$ cat src/rtl/vga_timing_gen_if.sv
// Raster timing bundle: pixel-advance enable in, counters/flags/syncs out.
interface vga_timing_gen_if;
  logic        en;
  logic [10:0] hcount;
  logic [9:0]  vcount;
  logic        hblnk;
  logic        vblnk;
  logic        hsync;
  logic        vsync;
  logic        frame_start;

  modport master (
    input  en,
    output hcount, vcount, hblnk, vblnk, hsync, vsync, frame_start
  );

  modport slave (
    output en,
    input  hcount, vcount, hblnk, vblnk, hsync, vsync, frame_start
  );
endinterface

$ cat src/rtl/vga_timing_gen.sv
// Raster timing generator: h/v pixel counters, blanking flags, sync pulses and
// a frame_start pulse. Flags are decoded from the next counter values so they
// line up with the counters they describe in the same cycle.
module vga_timing_gen #(
  parameter int H_ACTIVE = 1024,
  parameter int H_FP     = 24,
  parameter int H_SYNC   = 136,
  parameter int H_BP     = 160,
  parameter int V_ACTIVE = 768,
  parameter int V_FP     = 3,
  parameter int V_SYNC   = 6,
  parameter int V_BP     = 29,
  parameter bit HS_POL   = 1'b0,
  parameter bit VS_POL   = 1'b0
) (
  input logic              clk,
  input logic              rst,
  vga_timing_gen_if.master vif
);

  localparam int H_TOTAL = H_ACTIVE + H_FP + H_SYNC + H_BP;
  localparam int V_TOTAL = V_ACTIVE + V_FP + V_SYNC + V_BP;

  // Thresholds carry one extra bit so window ends equal to 2048/1024 do not
  // truncate to zero.
  localparam logic [11:0] H_LAST  = 12'(H_TOTAL - 1);
  localparam logic [11:0] HB_BEG  = 12'(H_ACTIVE);
  localparam logic [11:0] HS_BEG  = 12'(H_ACTIVE + H_FP);
  localparam logic [11:0] HS_END  = 12'(H_ACTIVE + H_FP + H_SYNC);
  localparam logic [10:0] V_LAST  = 11'(V_TOTAL - 1);
  localparam logic [10:0] VB_BEG  = 11'(V_ACTIVE);
  localparam logic [10:0] VS_BEG  = 11'(V_ACTIVE + V_FP);
  localparam logic [10:0] VS_END  = 11'(V_ACTIVE + V_FP + V_SYNC);

  logic [10:0] hcount_q, hc_nxt;
  logic [9:0]  vcount_q, vc_nxt;
  logic        hblnk_q, vblnk_q, hsync_q, vsync_q, fs_q;
  logic        h_wrap, v_wrap;
  logic        hb_nxt, vb_nxt, hs_nxt, vs_nxt;

  // Next counter values and flag decode; >= wrap also recovers from upsets.
  always_comb begin
    h_wrap = ({1'b0, hcount_q} >= H_LAST);
    v_wrap = ({1'b0, vcount_q} >= V_LAST);
    hc_nxt = h_wrap ? 11'd0 : hcount_q + 11'd1;
    vc_nxt = vcount_q;
    if (h_wrap) vc_nxt = v_wrap ? 10'd0 : vcount_q + 10'd1;
    hb_nxt = ({1'b0, hc_nxt} >= HB_BEG);
    vb_nxt = ({1'b0, vc_nxt} >= VB_BEG);
    hs_nxt = (({1'b0, hc_nxt} >= HS_BEG) && ({1'b0, hc_nxt} < HS_END)) ? HS_POL : ~HS_POL;
    vs_nxt = (({1'b0, vc_nxt} >= VS_BEG) && ({1'b0, vc_nxt} < VS_END)) ? VS_POL : ~VS_POL;
  end

  // Counter/flag registers; hold on stall, frame_start only on an enabled wrap.
  always_ff @(posedge clk or posedge rst) begin
    if (rst) begin
      hcount_q <= '0;
      vcount_q <= '0;
      hblnk_q  <= 1'b0;
      vblnk_q  <= 1'b0;
      hsync_q  <= ~HS_POL;
      vsync_q  <= ~VS_POL;
      fs_q     <= 1'b0;
    end else if (vif.en) begin
      hcount_q <= hc_nxt;
      vcount_q <= vc_nxt;
      hblnk_q  <= hb_nxt;
      vblnk_q  <= vb_nxt;
      hsync_q  <= hs_nxt;
      vsync_q  <= vs_nxt;
      fs_q     <= h_wrap && v_wrap;
    end else begin
      fs_q     <= 1'b0;
    end
  end

  assign vif.hcount      = hcount_q;
  assign vif.vcount      = vcount_q;
  assign vif.hblnk       = hblnk_q;
  assign vif.vblnk       = vblnk_q;
  assign vif.hsync       = hsync_q;
  assign vif.vsync       = vsync_q;
  assign vif.frame_start = fs_q;

endmodule

$ cat src/flat_wrapper.sv
// flat-port wrapper written by rule: the top's interface ports become plain ports
module vga_timing_gen_flat 
#(
  parameter int H_ACTIVE = 1024,
  parameter int H_FP     = 24,
  parameter int H_SYNC   = 136,
  parameter int H_BP     = 160,
  parameter int V_ACTIVE = 768,
  parameter int V_FP     = 3,
  parameter int V_SYNC   = 6,
  parameter int V_BP     = 29,
  parameter bit HS_POL   = 1'b0,
  parameter bit VS_POL   = 1'b0
)
  (clk, rst, vif_en, vif_hcount, vif_vcount, vif_hblnk, vif_vblnk, vif_hsync, vif_vsync, vif_frame_start);
  vga_timing_gen_if vif_i ();
  input logic clk;
  input logic rst;
  input wire logic [$bits(vif_i.en)-1:0] vif_en;
  output wire logic [$bits(vif_i.hcount)-1:0] vif_hcount;
  output wire logic [$bits(vif_i.vcount)-1:0] vif_vcount;
  output wire logic [$bits(vif_i.hblnk)-1:0] vif_hblnk;
  output wire logic [$bits(vif_i.vblnk)-1:0] vif_vblnk;
  output wire logic [$bits(vif_i.hsync)-1:0] vif_hsync;
  output wire logic [$bits(vif_i.vsync)-1:0] vif_vsync;
  output wire logic [$bits(vif_i.frame_start)-1:0] vif_frame_start;
  assign vif_i.en = vif_en;
  assign vif_hcount = vif_i.hcount;
  assign vif_vcount = vif_i.vcount;
  assign vif_hblnk = vif_i.hblnk;
  assign vif_vblnk = vif_i.vblnk;
  assign vif_hsync = vif_i.hsync;
  assign vif_vsync = vif_i.vsync;
  assign vif_frame_start = vif_i.frame_start;
  vga_timing_gen #(.H_ACTIVE(H_ACTIVE), .H_FP(H_FP), .H_SYNC(H_SYNC), .H_BP(H_BP), .V_ACTIVE(V_ACTIVE), .V_FP(V_FP), .V_SYNC(V_SYNC), .V_BP(V_BP), .HS_POL(HS_POL), .VS_POL(VS_POL)) u_core (.clk(clk), .rst(rst), .vif(vif_i));
endmodule
$ cat config.mk
export PLATFORM = sky130hd
export DESIGN_NAME = vga_timing_gen_flat
export DESIGN_NICKNAME = d
export VERILOG_FILES = /design/src/rtl/vga_timing_gen_if.sv /design/src/rtl/vga_timing_gen.sv /design/src/flat_wrapper.sv
export SDC_FILE = /design/constraint.sdc
export NUM_CORES = 1
export LEC_CHECK = 0
export ABC_CLOCK_PERIOD_IN_PS = 4030
export CORE_MARGIN = 2
export CORE_UTILIZATION = 45
export CTS_CLUSTER_DIAMETER = 120
export CTS_CLUSTER_SIZE = 16
export DETAILED_ROUTE_END_ITERATION = 6
export HOLD_SLACK_MARGIN = 0.06
export PLACE_DENSITY = 0.72
export RECOVER_POWER = 25
export SLEW_MARGIN = 20
export SYNTH_ARGS = -nofsm -noshare
export SYNTH_HDL_FRONTEND = slang
export SYNTH_SLANG_ARGS = --single-unit
$ cat constraint.sdc
create_clock -name clk -period 4.03 [get_ports clk]
set_clock_uncertainty 0.2 [all_clocks]
set_input_delay 0.806 -clock clk [delete_from_list [all_inputs] [get_ports clk]]
set_output_delay 0.806 -clock clk [all_outputs]
set_load 0.05 [all_outputs]
==> results.json, run 1 <==
{
  "outcome": "finished, final reports clean",
  "finalSetupViolCount": 0,
  "yosys-top-cells-area": "dfrtp_1 32%, o21ai_0 5.8%, nand2_1 4.8%, nor2_1 4.2%, a21oi_1 4.0%",
  "slew_headroom_pct": 37.5,
  "hold_buffers": 0,
  "clk-insertion-delay-late_ns": 0.27,
  "globalplace.congestion": 0.865,
  "first_iter_violations": 110,
  "dp_cells": 293,
  "cts_sinks": 26,
  "vias_per_cell": 6.26,
  "antenna_found_initial": 0,
  "critPathMaxFanout": 15,
  "holdCritPathClass": "flop to flop",
  "wl_per_cell_um": 15.2,
  "nNetsFinal": 255,
  "ctsResizeCount": 0,
  "firstDrtPassIters": 5,
  "wirelength_mm": 4.51,
  "vias": 1854,
  "io_buffer_count": 28,
  "avgSynthCellArea_um2": 8.17,
  "cts_buffer_depth": 2,
  "core_area_mm2": 0.00403,
  "fp-row-count": 23,
  "n_fill_cell": 387,
  "initial_core_util_pct": 46.8,
  "grt_pass1_vias": 1590,
  "cp-start-kind": "flop",
  "powerDensity_mw_per_mm2": 555,
  "critPathCaptureType": "flop",
  "grt_pass1_wl_mm": 7.60,
  "cellLeakagePower_nw": 0.861,
  "synth-warning-count": 0,
  "worst_slew_pin_slew_ns": 0.931,
  "seqCellArea_um2": 653,
  "hold_path_depth": 2,
  "postRouteAntennaNets": 0,
  "synthCells": 231,
  "ys_seq_area_share_pct": 34.6,
  "synth_edf_count": 0,
  "root_buffer": "clkbuf_8",
  "synth_top_cell_by_area": "dfrtp_1",
  "maxCapViolCount": 0,
  "area_growth_pct": 14.2,
  "ir_drop_uv": 302,
  "rsz0062_at_grt": "no",
  "ys_seq_elements": 26,
  "finalCritPeriodShare_pct": 70.6,
  "hold_viol": 0,
  "cp.arrival_ns": 2.84,
  "cts_setup_buffers": 0,
  "fin_cells": 296,
  "cts.htree.levels": 1,
  "yosysUniqueCellTypes": 60,
  "remaining_drc_errors": 0,
  "worstPathRequired_ns": 4.03,
  "cts_buffers": 3,
  "ys.flop_type": "dfrtp_1",
  "grt-ovfl-total": 0,
  "maxClockFrequency_mhz": 351,
  "multi_input_area_mm2": 0.00106,
  "track_usage_pct": 20.8,
  "ios": 29,
  "async_flop_share_pct": 100,
  "finalSetupTns_ns": 0,
  "period_minus_slack_ns": 2.85,
  "clk_pin_slew_ns": 0.09,
  "tritoncts": "built",
  "synth_common_cells": "24 x dfrtp_1, 24 x nand2_1, 22 x o21ai_0",
  "grt_max_degree": 27,
  "drv_slew": 0,
  "syn_nets": 238,
  "crit_type": "flop to flop",
  "dieHeight_um": 68.8,
  "die-width_um": 68.8,
  "die-area_mm2": 0.00473,
  "hpwlAfterDp_mm": 3.15,
  "final_layout_size_suffix_gt1_share_pct": 8.13,
  "n_antenna_cell": 0,
  "synth_top_area_share_pct": 31.8,
  "r2r_cells": 7,
  "synth.cell_area_mm2": 0.00189
}
==> flip-flops by register name, indices dropped and copies added (netlist names) <==
| name | flops |
|---|---|
| u_core.vif.frame_start | 1 |
| u_core.vif.vblnk | 1 |
| u_core.vif.hcount | 11 |
| u_core.vif.vsync | 1 |
| u_core.vif.hblnk | 1 |
| u_core.vif.vcount | 10 |
| u_core.vif.hsync | 1 |
==> per-layer routing <==
| layer | GRT usage, % | share of wire [%] | vias to the layer above |
|---|---|---|---|
| met5 | 0 | 0 | - |
| met4 | 6.13 | 1.0 | 0 |
| met3 | 2.27 | 6.9 | 4 |
| met2 | 31.4 | 45 | 87 |
| met1 | 31.3 | 47 | 884 |
| li1 | - | - | 879 |
==> cells in the final DEF (no fill, tap or decap), types with 5 or more instances in the layout <==
cell type	synthesis	layout
nor3_1	5	5
o31ai_1	6	6
and3_1	5	5
o21ai_0	22	22
nand2_1	24	24
inv_1	12	11
dfrtp_1	24	24
nor2_1	21	21
clkdlybuf4s50_1	0	27
a21oi_1	15	15
nand3_1	15	15
==> report_power, final <==
part	internal (mW)	total [mW]	switching [mW]
combinational	0.211	0.616	0.405
sequential	0.315	0.431	0.116
clock	0.0671	0.149	0.0821
total	0.592	1.20	0.604
==> critical path, stage by stage (launching register included) <==
cell      delay [ns]
dfrtp_1         0.49
ha_1            0.42
a21oi_1         0.12
o21a_4          0.25
nor2_2          0.49
o21ai_1         0.16
a2111o_1        0.45
a31oi_1         0.18
==> per-stage QoR <==
stage          hold slack, ns  area [µm²]  utilization [%]  power, mW  setup slack, ns
6_report                0.305        2150             53.5       1.20             1.18
5_1_grt                 0.357        2150             53.5       1.28            0.995
4_1_cts                 0.308        2150             53.5       1.20             1.18
3_5_place_dp            0.295        2110             52.5       1.05             1.16
3_3_place_gp            0.300        2110             52.5       1.04             1.27
2_1_floorplan           0.392        1890                -      0.880             1.40
==> cell type report <==
class | count | area share, %
Tap cell | 50 | 2.90
Timing Repair Buffer | 29 | 13.4
Multi-Input combinational cell | 176 | 49.4
Inverter | 12 | 2.09
Sequential cell | 26 | 30.3
Clock buffer | 3 | 1.92
==> worst paths after layout <==
check	startpoint	to	slack, ns
min in group asynchronous	rst	u_core.vif.hcount[4]	0.86
worst max register to register	u_core.vif.hcount[0]	u_core.vif.vsync	1.18
worst max-delay path	u_core.vif.hcount[0]	u_core.vif.vsync	1.18
worst min-delay path	u_core.vif.vsync	u_core.vif.vsync	0.31
worst min register to register	u_core.vif.vsync	u_core.vif.vsync	0.31
max in group asynchronous	rst	u_core.vif.vblnk	2.34
==> cells by family after synthesis <==
kind of cell	after synthesis	share of synthesized area, %
AO/OA/AOI/OAI	75	26.8
XOR/XNOR	1	0.464
adder cells (fa/ha/maj)	4	2.65
buffers and inverters	29	8.95
flip-flops	26	34.6
multiplexers	2	1.13
AND/OR/NAND/NOR	94	25.4
No activity file was read; power rests on OpenSTA's default activity.
==> run 2, diff against run 1 <==
ABC_CLOCK_PERIOD_IN_PS = 2850   (was 4030)
clock period = 2.85 ns   (was 4.03 ns; I/O delays follow)
==> results.json, run 2 (synthesized netlist as in run 1, its figures left out) <==
{
  "outcome": "finished, final reports clean",
  "finalPower_mw": 1.77,
  "remaining_drc_errors": 0,
  "final_cell_mix": "27 x clkdlybuf4s50_1, 24 x nand2_1, 24 x dfrtp_1",
  "holdWs_ns": 0.305,
  "vias_per_cell": 5.79,
  "globalplace.congestion": 0.968,
  "worst_slack_ns": 0.331,
  "post-route-util_pct": 56.0,
  "cts_buffer_depth": 2,
  "hold_viol": 0,
  "worst_slew_pin_slew_ns": 1.45,
  "die-area_mm2": 0.00473,
  "initial_core_util_pct": 46.8,
  "final_cell_area_mm2": 0.00225,
  "powerDensity_mw_per_mm2": 783,
  "grt_pass1_vias": 1521,
  "cts_buffers": 3,
  "clk-insertion-delay-late_ns": 0.28,
  "postRouteAntennaNets": 0,
  "dieHeight_um": 68.8,
  "finalSetupViolCount": 0,
  "grt_max_degree": 27,
  "cts_sinks": 26,
  "n_antenna_cell": 0,
  "nNetsFinal": 267,
  "finalCritPeriodShare_pct": 88.4,
  "grt_pass1_wl_mm": 7.40,
  "cp.arrival_ns": 1.75,
  "io_buffer_count": 28,
  "wl_per_cell_um": 14.8,
  "ctsResizeCount": 0,
  "antenna_found_initial": 0,
  "min_from": "u_core.vif.vsync",
  "maxClockFrequency_mhz": 397,
  "dp_cells": 305,
  "hold_buffers": 0,
  "cts_setup_buffers": 0,
  "first_iter_violations": 182,
  "pre_cts_ws_ns": 0.396,
  "worstPathRequired_ns": 2.08,
  "area_growth_pct": 19.5,
  "fp-row-count": 23,
  "tritoncts": "built",
  "track_usage_pct": 20.9,
  "finalSetupTns_ns": 0,
  "fin_cells": 309,
  "cts.htree.levels": 1,
  "die-width_um": 68.8,
  "rsz0062_at_grt": "no",
  "maxCapViolCount": 0,
  "critPathMaxFanout": 8,
  "drv_slew": 0,
  "ir_drop_uv": 308,
  "wirelength_mm": 4.56,
  "final_layout_size_suffix_gt1_share_pct": 12.4,
  "period_minus_slack_ns": 2.52,
  "firstDrtPassIters": 4,
  "core_area_mm2": 0.00403,
  "critPathLaunch": "u_core.vif.vcount[3]",
  "cp-start-kind": "flop",
  "critPathCaptureType": "output port",
  "holdCritPathClass": "flop to flop",
  "largest_register_ffs": 11,
  "slew_headroom_pct": 3.03,
  "reg2reg_from": "u_core.vif.hcount[0]",
  "clk_pin_slew_ns": 0.10,
  "crit_type": "flop to output port",
  "cellLeakagePower_nw": 0.926,
  "final_common_cell": "clkdlybuf4s50_1",
  "ios": 29,
  "root_buffer": "clkbuf_8",
  "vias": 1788,
  "dpl_cell_area_mm2": 0.00220,
  "n_fill_cell": 382,
  "grt-ovfl-total": 0,
  "hpwlAfterDp_mm": 3.30
}
## run 2: cell types whose count changed in the layout (fill, tap and decap cells not counted), sizes merged
cell | previous run | this run
clkinv | 1 | 0
inv | 11 | 12
clkbuf | 3 | 5
buf | 1 | 12
## run 2: layout make-up
type / count / area [µm²] / share of cell area [%]
tap: 50 / 62.6 / 2.77
timing repair buffer: 41 / 374 / 16.6
clock buffer: 4 / 55.1 / 2.44
sequential: 26 / 653 / 29.0
inverter: 12 / 45.0 / 2.00
multi-input combinational: 176 / 1060 / 47.2
## run 2: worst max-delay path, stage by stage, from the launching register on
cell and delay [ns]:
dfrtp_1 0.49, buf_4 0.18, clkdlybuf4s50_1 0.80
## run 2: report_power, final
part / internal (mW) / total (mW) / switching (mW) / leakage [nW]
Sequential: 0.446 / 0.575 / 0.129 / 0.329
Clock: 0.124 / 0.247 / 0.124 / 0.0288
Combinational: 0.337 / 0.944 / 0.608 / 0.568
## run 2: per-layer routing
layer  part of all wire, %  vias to the layer above  track usage, %
li1                      -                      897               -
met1                    49                      834            30.8
met2                    45                       53            32.2
met3                   5.0                        4            2.92
met4                  0.92                        0            5.39
met5                     0                        -               0
## run 2: final timing paths
path | to | slack [ns] | depth (start not counted)
setup / recovery | vif_vcount[3] | 0.33 | 2
hold reg to reg | u_core.vif.vsync | 0.31 | 2
min in group asynchronous | u_core.vif.hcount[4] | 1.02 | 3
hold / removal | u_core.vif.vsync | 0.31 | 2
setup reg to reg | u_core.vif.vsync | 0.35 | 7
max in group asynchronous | u_core.vif.hblnk | 0.58 | 3
==> run 3, diff against run 2 <==
ABC_CLOCK_PERIOD_IN_PS = not set   (was 2850)
clock period = 2.41 ns   (was 2.85 ns; I/O delays follow)
==> results.json, run 3 (synthesized netlist as in run 1, its figures left out) <==
{
  "clk-insertion-delay-late_ns": 0.28,
  "seqCellArea_um2": 663,
  "die-width_um": 68.8,
  "finalPower_mw": 2.16,
  "crit_type": "flop to flop",
  "pre_cts_ws_ns": 0.0889,
  "p_sw_share_pct": 48.2,
  "n_antenna_cell": 0,
  "hpwlAfterDp_mm": 3.54,
  "period_minus_slack_ns": 2.36,
  "final_common_cell": "buf_4",
  "maxClockFrequency_mhz": 423,
  "cts_sinks": 26,
  "antenna_found_initial": 0,
  "n_fill_cell": 376,
  "globalplace.congestion": 0.873,
  "finalSetupViolCount": 0,
  "holdWs_ns": 0.303,
  "critPathMaxFanout": 8,
  "wl_per_cell_um": 14.6,
  "reg2reg_from": "u_core.vif.vcount[6]",
  "io_buffer_count": 28,
  "drv_slew": 0,
  "slew_headroom_pct": 57.1,
  "combPwrFrac_pct": 56.1,
  "ios": 29,
  "firstDrtPassIters": 4,
  "hold_viol": 0,
  "track_usage_pct": 20.9,
  "die-area_mm2": 0.00473,
  "rr_endpoint": "u_core.vif.vcount[5]",
  "first_iter_violations": 119,
  "cellLeakagePower_nw": 1.01,
  "finalCritPeriodShare_pct": 98.0,
  "fp-row-count": 23,
  "remaining_drc_errors": 0,
  "r2r_cells": 6,
  "min_from": "u_core.vif.vsync",
  "powerDensity_mw_per_mm2": 901,
  "cts_buffers": 3,
  "cts.htree.levels": 1,
  "holdCritPathClass": "flop to flop",
  "postRouteAntennaNets": 0,
  "cp-start-kind": "flop",
  "largest_register_ffs": 11,
  "ir_drop_uv": 545,
  "core_area_mm2": 0.00403,
  "power.internal_mw": 1.12,
  "final_cell_mix": "28 x buf_4, 25 x clkdlybuf4s50_1, 24 x nand2_1",
  "cp.arrival_ns": 2.34,
  "worst_slew_pin_slew_ns": 0.635,
  "worstPathRequired_ns": 2.39,
  "outcome": "finished, final reports clean",
  "critPathCaptureType": "flop",
  "reg2reg_slack_ns": 0.05,
  "worst_slack_ns": 0.0477,
  "initial_core_util_pct": 46.8,
  "wirelength_mm": 4.75,
  "grt_pass1_wl_mm": 7.64,
  "power.switching_mw": 1.04,
  "dieHeight_um": 68.8,
  "grt_pass1_vias": 1618,
  "multi_input_area_mm2": 0.00109,
  "vias_per_cell": 5.83,
  "dpl_cell_area_mm2": 0.00231,
  "final_layout_size_suffix_gt1_share_pct": 22.6,
  "cts_buffer_depth": 2,
  "hold_path_depth": 2,
  "root_buffer": "clkbuf_8",
  "seq_power_share_pct": 31.8,
  "nNetsFinal": 282,
  "clock_power_share_pct": 12.1,
  "grt_max_degree": 27,
  "tritoncts": "built",
  "vias": 1888,
  "min_to": "u_core.vif.vsync",
  "maxCapViolCount": 0,
  "clk_pin_slew_ns": 0.09,
  "area_growth_pct": 27.1,
  "final_cell_area_mm2": 0.00240,
  "grt-ovfl-total": 0
}
## run 3: cell count changes in the layout (fill, tap and decap cells not counted), moves of 2 or more
cell and delta:
dfrtp_1 -8, a21oi_1 -2, buf_4 +16, a21oi_2 +2
dfrtp_2 +8, clkdlybuf4s50_1 -2
## run 3: what timing repair did
action / 4_1_cts / 5_1_grt
setup buffers: 0 / 2
endpoints found under the setup margin: 0 / 2
hold buffers: 0 / 0
resized for setup: 0 / 7
## run 3: final cells by class
class	instances	share of cell area, %
inverters	12	1.88
flip-flops and latches	26	27.7
well taps	50	2.61
repair buffers	56	20.6
multi-input cells	176	45.4
clock buffers	4	1.88
## run 3: critical path: stages (launching register included)
cell and delay [ns]:
dfrtp_1 0.43, buf_4 0.16, o311ai_0 0.58, nor2_2 0.19
buf_4 0.21, or2_1 0.26, o31ai_1 0.24
## run 3: per-layer routing
layer  routed length [µm]  vias to the layer above  GRT usage [%]
met5                    0                        -              0
met4                   36                        0           5.39
met3                  173                        4           2.11
met2                 2360                       46           36.8
met1                 2180                      907           27.5
li1                     -                      931              -
## run 3: worst max-delay path by stage
stage | end | cells after the start | start
global route | u_core.vif.vcount[5] | 6 | u_core.vif.vcount[6]
floorplan | u_core.vif.vsync | 7 | u_core.vif.vcount[0]
finish | u_core.vif.vcount[5] | 6 | u_core.vif.vcount[6]
CTS | u_core.vif.vsync | 8 | u_core.vif.vcount[0]
detailed placement | u_core.vif.vsync | 8 | u_core.vif.vcount[0]
global placement | u_core.vif.vsync | 8 | u_core.vif.vcount[0]
## run 3: through the flow
stage	cells	TNS, ns	utilization (%)
3_5_place_dp	318	0	57.2
6_report	324	0	59.5
5_1_grt	324	-0.413	59.5
3_3_place_gp	318	0	57.2
2_1_floorplan	231	-0.0103	-
4_1_cts	322	0	58.4
## run 3: power groups by stage
stage / Combinational, mW / Sequential (mW) / Clock (mW)
finish: 1.21 / 0.687 / 0.260
global route: 1.31 / 0.703 / 0.282
CTS: 1.16 / 0.691 / 0.264
detailed placement: 1.16 / 0.699 / 0
global placement: 1.16 / 0.698 / 0
floorplan: 0.509 / 0.974 / 0
